--- config.mk ---
export PLATFORM = sky130hd
export DESIGN_NAME = fir_tdm_sequencer
export DESIGN_NICKNAME = d
export VERILOG_FILES = /design/src/rtl/fir_pkg.sv /design/src/rtl/fir_delay_ram.sv /design/src/rtl/fir_tdm_sequencer.sv
export SDC_FILE = /design/constraint.sdc
export NUM_CORES = 1
export LEC_CHECK = 0
export BUFFER_PORTS_ARGS = -buffer_cell sky130_fd_sc_hd__buf_2
export CORE_ASPECT_RATIO = 0.6
export CORE_UTILIZATION = 45
export CTS_BUF_LIST = sky130_fd_sc_hd__clkbuf_4 sky130_fd_sc_hd__clkbuf_8
export CTS_CLUSTER_DIAMETER = 200
export DETAILED_ROUTE_END_ITERATION = 7
export SLEW_MARGIN = 5
export SYNTH_ARGS = -nofsm -noshare
export SYNTH_HDL_FRONTEND = slang
export SYNTH_SLANG_ARGS = --single-unit
--- constraint.sdc ---
create_clock -name clk -period 8.62 [get_ports clk]
set_clock_uncertainty 0.05 [all_clocks]
set_input_delay 1.724 -clock clk [delete_from_list [all_inputs] [get_ports clk]]
set_output_delay 1.724 -clock clk [all_outputs]
set_load 0.02 [all_outputs]
--- src/rtl/fir_pkg.sv ---
// Shared types and arithmetic helpers for the TDM FIR sequencer.
package fir_pkg;

  typedef enum logic [2:0] {
    ST_CLEAR,
    ST_IDLE,
    ST_MAC,
    ST_DRAIN,
    ST_OUT
  } state_e;

  // Accumulator width that cannot overflow for full-scale samples and coefficients.
  function automatic int acc_w(input int dw, input int cw, input int taps);
    return dw + cw + $clog2(taps);
  endfunction

  // Round half-up, arithmetic shift right, then clamp to a signed dw-bit range.
  function automatic logic signed [63:0] round_sat(input logic signed [63:0] acc,
                                                   input int shift, input int dw);
    logic signed [63:0] r;
    logic signed [63:0] hi;
    logic signed [63:0] lo;
    r = acc;
    if (shift > 0) r = (acc + (64'sd1 <<< (shift - 1))) >>> shift;
    hi = (64'sd1 <<< (dw - 1)) - 64'sd1;
    lo = -(64'sd1 <<< (dw - 1));
    if (r > hi) r = hi;
    else if (r < lo) r = lo;
    return r;
  endfunction

endpackage

--- src/rtl/fir_delay_ram.sv ---
// Circular delay-line storage: simple dual-port RAM, synchronous read, write-first on collision.
module fir_delay_ram #(
  parameter int DEPTH = 32,
  parameter int W     = 16
) (
  input  logic                     clk,
  input  logic                     we_i,
  input  logic [$clog2(DEPTH)-1:0] waddr_i,
  input  logic [W-1:0]             wdata_i,
  input  logic [$clog2(DEPTH)-1:0] raddr_i,
  output logic [W-1:0]             rdata_o
);

  // NOTE: storage has no reset so it maps onto RAM; the controller zeroes it explicitly.
  logic [W-1:0] mem_q [DEPTH];
  logic [W-1:0] rdata_q;

  always_ff @(posedge clk) begin
    if (we_i) mem_q[waddr_i] <= wdata_i;
    rdata_q <= (we_i && (waddr_i == raddr_i)) ? wdata_i : mem_q[raddr_i];
  end

  assign rdata_o = rdata_q;

endmodule

--- src/rtl/fir_tdm_sequencer.sv ---
// Time-multiplexed FIR controller: one shared MAC steps through all taps per accepted sample.
module fir_tdm_sequencer
  import fir_pkg::*;
#(
  parameter int TAPS      = 32,
  parameter int DW        = 16,
  parameter int CW        = 16,
  parameter int OUT_SHIFT = 15
) (
  input  logic                    clk,
  input  logic                    rst,
  input  logic                    din_valid,
  input  logic signed [DW-1:0]    din,
  output logic                    ready,
  output logic [$clog2(TAPS)-1:0] coef_addr,
  input  logic signed [CW-1:0]    coef_data,
  output logic signed [DW-1:0]    dout,
  output logic                    dout_valid,
  output logic                    overrun,
  input  logic                    clr_overrun
);

  localparam int AW    = $clog2(TAPS);
  localparam int PW    = DW + CW;
  localparam int ACC_W = acc_w(DW, CW, TAPS);
  localparam logic [AW-1:0] LAST = AW'(TAPS - 1);

  state_e                  state_q;
  logic [AW-1:0]           wptr_q;
  logic [AW-1:0]           rptr_q;
  logic [AW-1:0]           coef_addr_q;
  logic signed [ACC_W-1:0] acc_q;
  logic signed [ACC_W-1:0] acc_d;
  logic signed [DW-1:0]    dout_q;
  logic signed [DW-1:0]    dout_d;
  logic                    ready_q;
  logic                    dout_valid_q;
  logic                    overrun_q;

  logic                    accept;
  logic                    drop;
  logic                    ram_we;
  logic [DW-1:0]           ram_wdata;
  logic [DW-1:0]           ram_rdata;
  logic signed [DW-1:0]    sample;
  logic signed [PW-1:0]    prod;

  assign accept = (state_q == ST_IDLE) && din_valid;
  assign drop   = din_valid && !ready_q;

  // CLEAR and sample writes share the write pointer, so CLEAR leaves it back at 0.
  assign ram_we    = !rst && ((state_q == ST_CLEAR) || accept);
  assign ram_wdata = (state_q == ST_CLEAR) ? '0 : din;

  fir_delay_ram #(
    .DEPTH (TAPS),
    .W     (DW)
  ) u_delay (
    .clk     (clk),
    .we_i    (ram_we),
    .waddr_i (wptr_q),
    .wdata_i (ram_wdata),
    .raddr_i (rptr_q),
    .rdata_o (ram_rdata)
  );

  assign sample = ram_rdata;
  assign prod   = coef_data * sample;
  assign acc_d  = acc_q + ACC_W'(prod);
  assign dout_d = DW'(round_sat(64'(acc_q), OUT_SHIFT, DW));

  // NOTE: all state below is updated with non-blocking assignments so every
  // register samples the pre-edge values of the others.
  always_ff @(posedge clk) begin
    if (rst) begin
      state_q      <= ST_CLEAR;
      wptr_q       <= '0;
      rptr_q       <= '0;
      coef_addr_q  <= '0;
      acc_q        <= '0;
      dout_q       <= '0;
      dout_valid_q <= 1'b0;
      ready_q      <= 1'b0;
      overrun_q    <= 1'b0;
    end else begin
      dout_valid_q <= 1'b0;
      if (drop) overrun_q <= 1'b1;
      else if (clr_overrun) overrun_q <= 1'b0;

      case (state_q)
        ST_CLEAR: begin
          wptr_q <= wptr_q + 1'b1;
          if (wptr_q == LAST) begin
            state_q <= ST_IDLE;
            ready_q <= 1'b1;
          end
        end
        ST_IDLE: begin
          if (din_valid) begin
            wptr_q      <= wptr_q + 1'b1;
            rptr_q      <= wptr_q;
            coef_addr_q <= '0;
            acc_q       <= '0;
            ready_q     <= 1'b0;
            state_q     <= ST_MAC;
          end
        end
        ST_MAC: begin
          // Tap k's product lands one cycle after its address is issued.
          if (coef_addr_q != '0) acc_q <= acc_d;
          rptr_q <= rptr_q - 1'b1;
          if (coef_addr_q == LAST) begin
            coef_addr_q <= '0;
            state_q     <= ST_DRAIN;
          end else begin
            coef_addr_q <= coef_addr_q + 1'b1;
          end
        end
        ST_DRAIN: begin
          acc_q   <= acc_d;
          state_q <= ST_OUT;
        end
        ST_OUT: begin
          dout_q       <= dout_d;
          dout_valid_q <= 1'b1;
          ready_q      <= 1'b1;
          state_q      <= ST_IDLE;
        end
        default: state_q <= ST_CLEAR;
      endcase
    end
  end

  assign ready      = ready_q;
  assign coef_addr  = coef_addr_q;
  assign dout       = dout_q;
  assign dout_valid = dout_valid_q;
  assign overrun    = overrun_q;

endmodule
[After elaboration in Yosys (flattened, before gate mapping)]
Memory sizes are Yosys's and may differ from the RTL's. A register that Yosys moved wholly into a read port is not among the register bits.
Cells that the tools add are included.
W data, S select, Z words.
Word-level totals
  flip-flop bits (word level): 74
  memory bits (writable): 512
  input port bits: 36
  logic and storage cells: 71
  memories: 1
Memories
  u_delay.mem_q: words 32, width 16, read ports 1, clocked after Yosys merged registers in 1, wr ports 1, RTL line fir_delay_ram.sv:15  | logic [W-1:0] mem_q [DEPTH];
Operators by class
  $add $sub $neg: 5
  multipliers: 1
  order comparisons: 2
  eq/ne operators: 10
  muxes and demuxes: 25
  reductions and logical operators: 18
Operators by type and width (count)
  $pmux W37 S3: 1
  $mux W37: 2
  $mux W16: 3
  $add A37 B16 Y38 const B: 1
  $add A37 B32 Y37: 1
  $mul A16 B16 Y32: 1
  $pmux W5 S2: 3
  $gt A23 B16 Y1 const B: 1
  $lt A23 B16 Y1 const B: 1
  $mux W5: 4
  $pmux W3 S5: 1
  $add A5 B1 Y5 const B: 2
  $eq A5 B5 Y1 const B: 2
  $mux W3: 3
  $reduce_and A3 Y1: 3
  $mux W1: 7
  $eq A3 B2 Y1 const B: 2
  $ne A2 B2 Y1 const B: 3
  $reduce_bool A2 Y1: 3
  $reduce_bool A3 Y1: 2
  $reduce_bool A5 Y1: 1
  $sub A5 B1 Y5 const B: 1
  $reduce_and A2 Y1: 2
  $eq A3 B1 Y1 const B: 1
  other kinds (7): 10

[Depth between registers and ports, before layout]
  depth after elaboration: 6
  mapped depth: 29
  gate-level depth less buffers: 25

[Modules after synthesis]
From an unflattened synthesis, not the netlist that was laid out.
Second synthesis, totals
  cell total of the unflattened synthesis: 2785
  area total of the unflattened synthesis: 35238.8 um^2
By module, submodules not included
  fir_delay_ram: times used 1, cells each 1132, area an instance 20315.7 um^2, sequential area each 15474.8 um^2
  fir_tdm_sequencer: times used 1, cells each 1653, area an instance 14923.1 um^2, sequential area each 1481.4 um^2

[Worst setup path after synthesis]
OpenSTA, ideal clock, no wires.
  kind: register -> register
  start point: register (tool-made name)
  end point: register acc_q[28]
  arrival time: 7.699 ns
  path slack: 0.754 ns
  cell stages (with the launch flop): 27
  buffers on the path: 3
  clock period less this slack: 7.866 ns
  path through: dfxtp_1 -> buf_6 -> buf_4 -> mux4_2 -> mux4_2 -> mux2i_1 -> buf_2 -> nor2b_1 -> fa_1 -> fa_1 -> inv_1 -> fa_1 -> inv_1 -> fa_1 -> fa_1 -> inv_1 -> fa_1 -> inv_1 -> ha_1 -> a211o_1 -> a2111o_1 -> a32oi_1 -> o21ai_2 -> o311a_1 -> o21a_1 -> or3_1 -> a32o_1
RTL lines
  end signal, assigned: RTL line fir_tdm_sequencer.sv:80  | acc_q <= '0;
  end signal, assigned: RTL line fir_tdm_sequencer.sv:103  | acc_q <= '0;
  end signal, assigned: RTL line fir_tdm_sequencer.sv:110  | if (coef_addr_q != '0) acc_q <= acc_d;
  end, declared: RTL line fir_tdm_sequencer.sv:32  | logic signed [ACC_W-1:0] acc_q;

==> flow_metrics.py <==
metrics = {
    "die": {
        "ios": 60,
        "die_x_um": 361,
        "core_mm2": 0.0761,
        "dieHeight_um": 218,
        "die-area_mm2": 0.0787,
        "initial_core_util_pct": 45.8,
        "rows": 78,
    },
    "worst_setup_path": {
        "arrival_ns": 8.87,
        "reg2regPathDepth": 24,
        "cp_max_fo": 16,
        "r2r-end": "acc_q[28]$_SDFFE_PP0P_",
        "worstPathRequired_ns": 9.19,
        "crit_type": "reg -> reg",
        "cp_cell_sequence": "buf_16, mux4_2, mux4_2, mux2_2, and2_1, fa_1, inv_1, fa_1, fa_1, inv_1, fa_1, fa_1, inv_1, fa_1, inv_1, ha_1, o21a_1, a2111o_1, a32oi_1, o21ai_2, o311a_1, o21a_1, or3_1, a32o_1",
        "critPathLaunchType": "flop",
        "rrSetupSlack_ns": 0.31,
        "crit_top_cell": "fa_1",
        "crit_path_max_incr_delay_ns": 0.54,
        "crit_slowest_cell": "fa_1",
        "cp-end-kind": "flop",
    },
    "logic_synthesis": {
        "synth_top_flop_cell": "edfxtp_1",
        "synth_xor_area_share_pct": 1.31,
        "ys_types": 70,
        "syn_inst": 2450,
        "syn_area_mm2": 0.0349,
        "synth_compound_area_share_pct": 3.79,
        "synth_nets": 2923,
        "postSynthAreaPerCell_um2": 14.2,
        "synth-simple-area-share_pct": 7.74,
        "ys_seq_area_share_pct": 48.6,
        "ys_async_sr_fraction_pct": 0,
        "yosys-mux-area-fraction_pct": 11.0,
        "synth-edff-count": 512,
        "synth_top_family_by_area": "adder cells",
        "ys_warn_count": 0,
        "ys_seq_elements": 591,
        "synthAdderAreaFrac_pct": 22.5,
    },
    "global_routing": {
        "grt_start_max_net_pins": 47,
        "grt_use_total_pct": 24.0,
        "antenna_found_initial": 1,
        "grt_pass1_wl_mm": 139,
        "grt_pass1_vias": 22028,
        "grt_overflow_total": 0,
    },
    "flow_run": {
        "drv_cap": 0,
    },
    "placement": {
        "postPlaceCellArea_mm2": 0.0370,
        "gp_congestion": 0.947,
        "hpwl_mm": 64.9,
        "io_buffers": 59,
    },
    "clocking": {
        "htreeDepth": 3,
        "cts_root_buffer": "clkbuf_8",
        "postCtsHoldBufs": 0,
        "cts_made_buffers": 89,
        "cts_buffer_depth": 3,
        "cts_tree": "done",
        "path_clk_slew_ns": 0.07,
        "clk_latency_ns": 0.73,
        "clock_sinks": 591,
    },
    "run_status": {
        "status": "finished clean",
    },
    "power": {
        "power_density_mw_per_mm2": 375,
        "p_leak_uw": 0.0151,
        "max-vdd-ir-drop_v": 0.000532,
    },
    "route": {
        "dr.pass1.iters": 6,
        "drc": 0,
        "ant_nets": 0,
        "vias_per_cell": 5.72,
        "wl_per_cell_um": 24.9,
        "drtIter0Drc": 2511,
        "wirelength_mm": 91.4,
        "route.vias.total": 20954,
    },
    "finish": {
        "mostFrequentLayoutCell": "edfxtp_1",
        "final_nets": 3070,
        "layout-drive-gt1-share_pct": 20.3,
        "final_cell_mix": "edfxtp_1, inv_1, fa_1",
        "final.fill_count": 6357,
        "syn_to_final_growth_pct": 11.6,
        "final_cell_area_mm2": 0.0389,
    },
    "timing": {
        "relSlewSlack_pct": 14.0,
        "max_freq_ghz": 0.120,
        "finalCritPeriodShare_pct": 96.4,
        "setup_viol": 0,
        "worstMarginPinSlew_ns": 1.28,
        "setup_tns_ns": 0,
        "hold_viol": 0,
        "slew_viol_final": 0,
        "finalCriticalPeriod_ns": 8.31,
    },
    "min_path": {
        "min-delay-start": "rptr_q[4]$_SDFFE_PP0P_",
        "hp-class": "reg -> reg",
        "whs_path_depth": 0,
    },
}
registers in the layout, summed over array words and instances (netlist names), named ones only:
| name | cells |
|---|---|
| acc_q | 37 |
| coef_addr | 5 |
| dout | 16 |
| dout_valid | 1 |
| overrun | 1 |
| ready | 1 |
| rptr_q | 5 |
| state_q | 3 |
| u_delay.mem_q | 512 |
| wptr_q | 5 |
what timing repair did:
action                     CTS  global route
resized for setup            0            16
setup endpoints to repair    0             6
buffers inserted             0             4
kinds of logic (layout without fill, tap and decap cells):
group / after synthesis / in the layout
xor gates and xnor gates: 52 / 52
and+or+nand+nor: 538 / 538
buffers and inverters: 448 / 662
other: 0 / 1
muxes: 182 / 182
DFF: 591 / 591
adders and majority gates: 437 / 437
AOI/OAI and AO/OA: 202 / 202
worst max-delay path by stage:
stage,start,to,slack (ns),cells after the start
final,flop,acc_q[28]$_SDFFE_PP0P_,0.31,24
after global routing,flop,acc_q[28]$_SDFFE_PP0P_,-0.003,25
after CTS,flop,acc_q[28]$_SDFFE_PP0P_,0.13,26
after detailed placement,flop,acc_q[28]$_SDFFE_PP0P_,0.18,26
after global placement,flop,acc_q[28]$_SDFFE_PP0P_,0.28,26
after floorplan,flop,acc_q[28]$_SDFFE_PP0P_,0.75,26
synth_stat cells, types with 7 or more instances:
| cell type | number | area share [%] |
|---|---|---|
| clkbuf_1 | 60 | 0.65 |
| a211oi_1 | 10 | 0.22 |
| a21oi_1 | 53 | 0.76 |
| fa_1 | 318 | 18 |
| inv_1 | 347 | 3.7 |
| and4_1 | 7 | 0.18 |
| nor3b_1 | 7 | 0.15 |
| and3_1 | 14 | 0.25 |
| nor3_1 | 16 | 0.23 |
| and2_1 | 54 | 0.97 |
| o211ai_1 | 18 | 0.39 |
| mux2_2 | 9 | 0.29 |
| mux4_2 | 158 | 10 |
| dfxtp_1 | 79 | 4.5 |
| nand2_1 | 166 | 1.8 |
| xor2_1 | 26 | 0.65 |
| nor2_1 | 105 | 1.1 |
| nand2b_1 | 16 | 0.29 |
| mux2i_1 | 12 | 0.34 |
| a21o_1 | 15 | 0.32 |
| xnor2_1 | 26 | 0.65 |
| ha_1 | 119 | 4.3 |
| edfxtp_1 | 512 | 44 |
| nor2b_1 | 104 | 1.9 |
| nand3_1 | 17 | 0.24 |
| o21ai_0 | 39 | 0.56 |
| buf_2 | 26 | 0.37 |
| a22oi_1 | 22 | 0.47 |
power breakdown:
group,switching (uW),total [uW],internal (uW)
Sequential,6.24,3090,3080
Combinational,5380,9110,3730
Clock,1150,2400,1250
Total,6530,14600,8060
worst max-delay path: cells and delay by family, from the launching register on:
family | cells | cell delay [ns]
adder cells (fa/ha/maj) | 7 | 3.42
buffers and inverters | 5 | 0.43
flip-flops | 1 | 0.47
multiplexers | 3 | 1.47
AO/OA/AOI/OAI | 7 | 1.76
AND/OR/NAND/NOR | 2 | 0.56
metal layers:
metal	vias to the layer above	wire [um]	GRT usage, %
met1	10957	44700	39.7
met4	0	1190	4.49
met2	1038	35900	31.8
li1	8856	-	-
met3	103	9550	5.66
met5	-	0	0.184
cell type report:
type | count | area, um^2 | share of cell area (%)
well taps | 1000 | 1250 | 3.21
clock inverters | 38 | 315 | 0.810
repair buffers | 157 | 1240 | 3.19
diodes | 1 | 2.50 | 0.00643
flip-flops and latches | 591 | 17000 | 43.6
clock buffers | 120 | 1490 | 3.82
multi-input cells | 1411 | 16400 | 42.1
inverters | 347 | 1300 | 3.34
per-stage QoR:
step | worst slack [ns] | power, uW | utilization, % | instances | hold slack, ns
2_1_floorplan | 0.754 | 9320 | - | 2450 | 0.296
3_3_place_gp | 0.284 | 11800 | 48.6 | 3500 | 0.310
3_5_place_dp | 0.182 | 11900 | 48.6 | 3500 | 0.324
4_1_cts | 0.130 | 14400 | 50.9 | 3658 | 0.336
5_1_grt | -0.00329 | 15800 | 51.2 | 3664 | 0.348
6_report | 0.313 | 14600 | 51.2 | 3665 | 0.338
No activity file was read; power rests on OpenSTA's default activity.
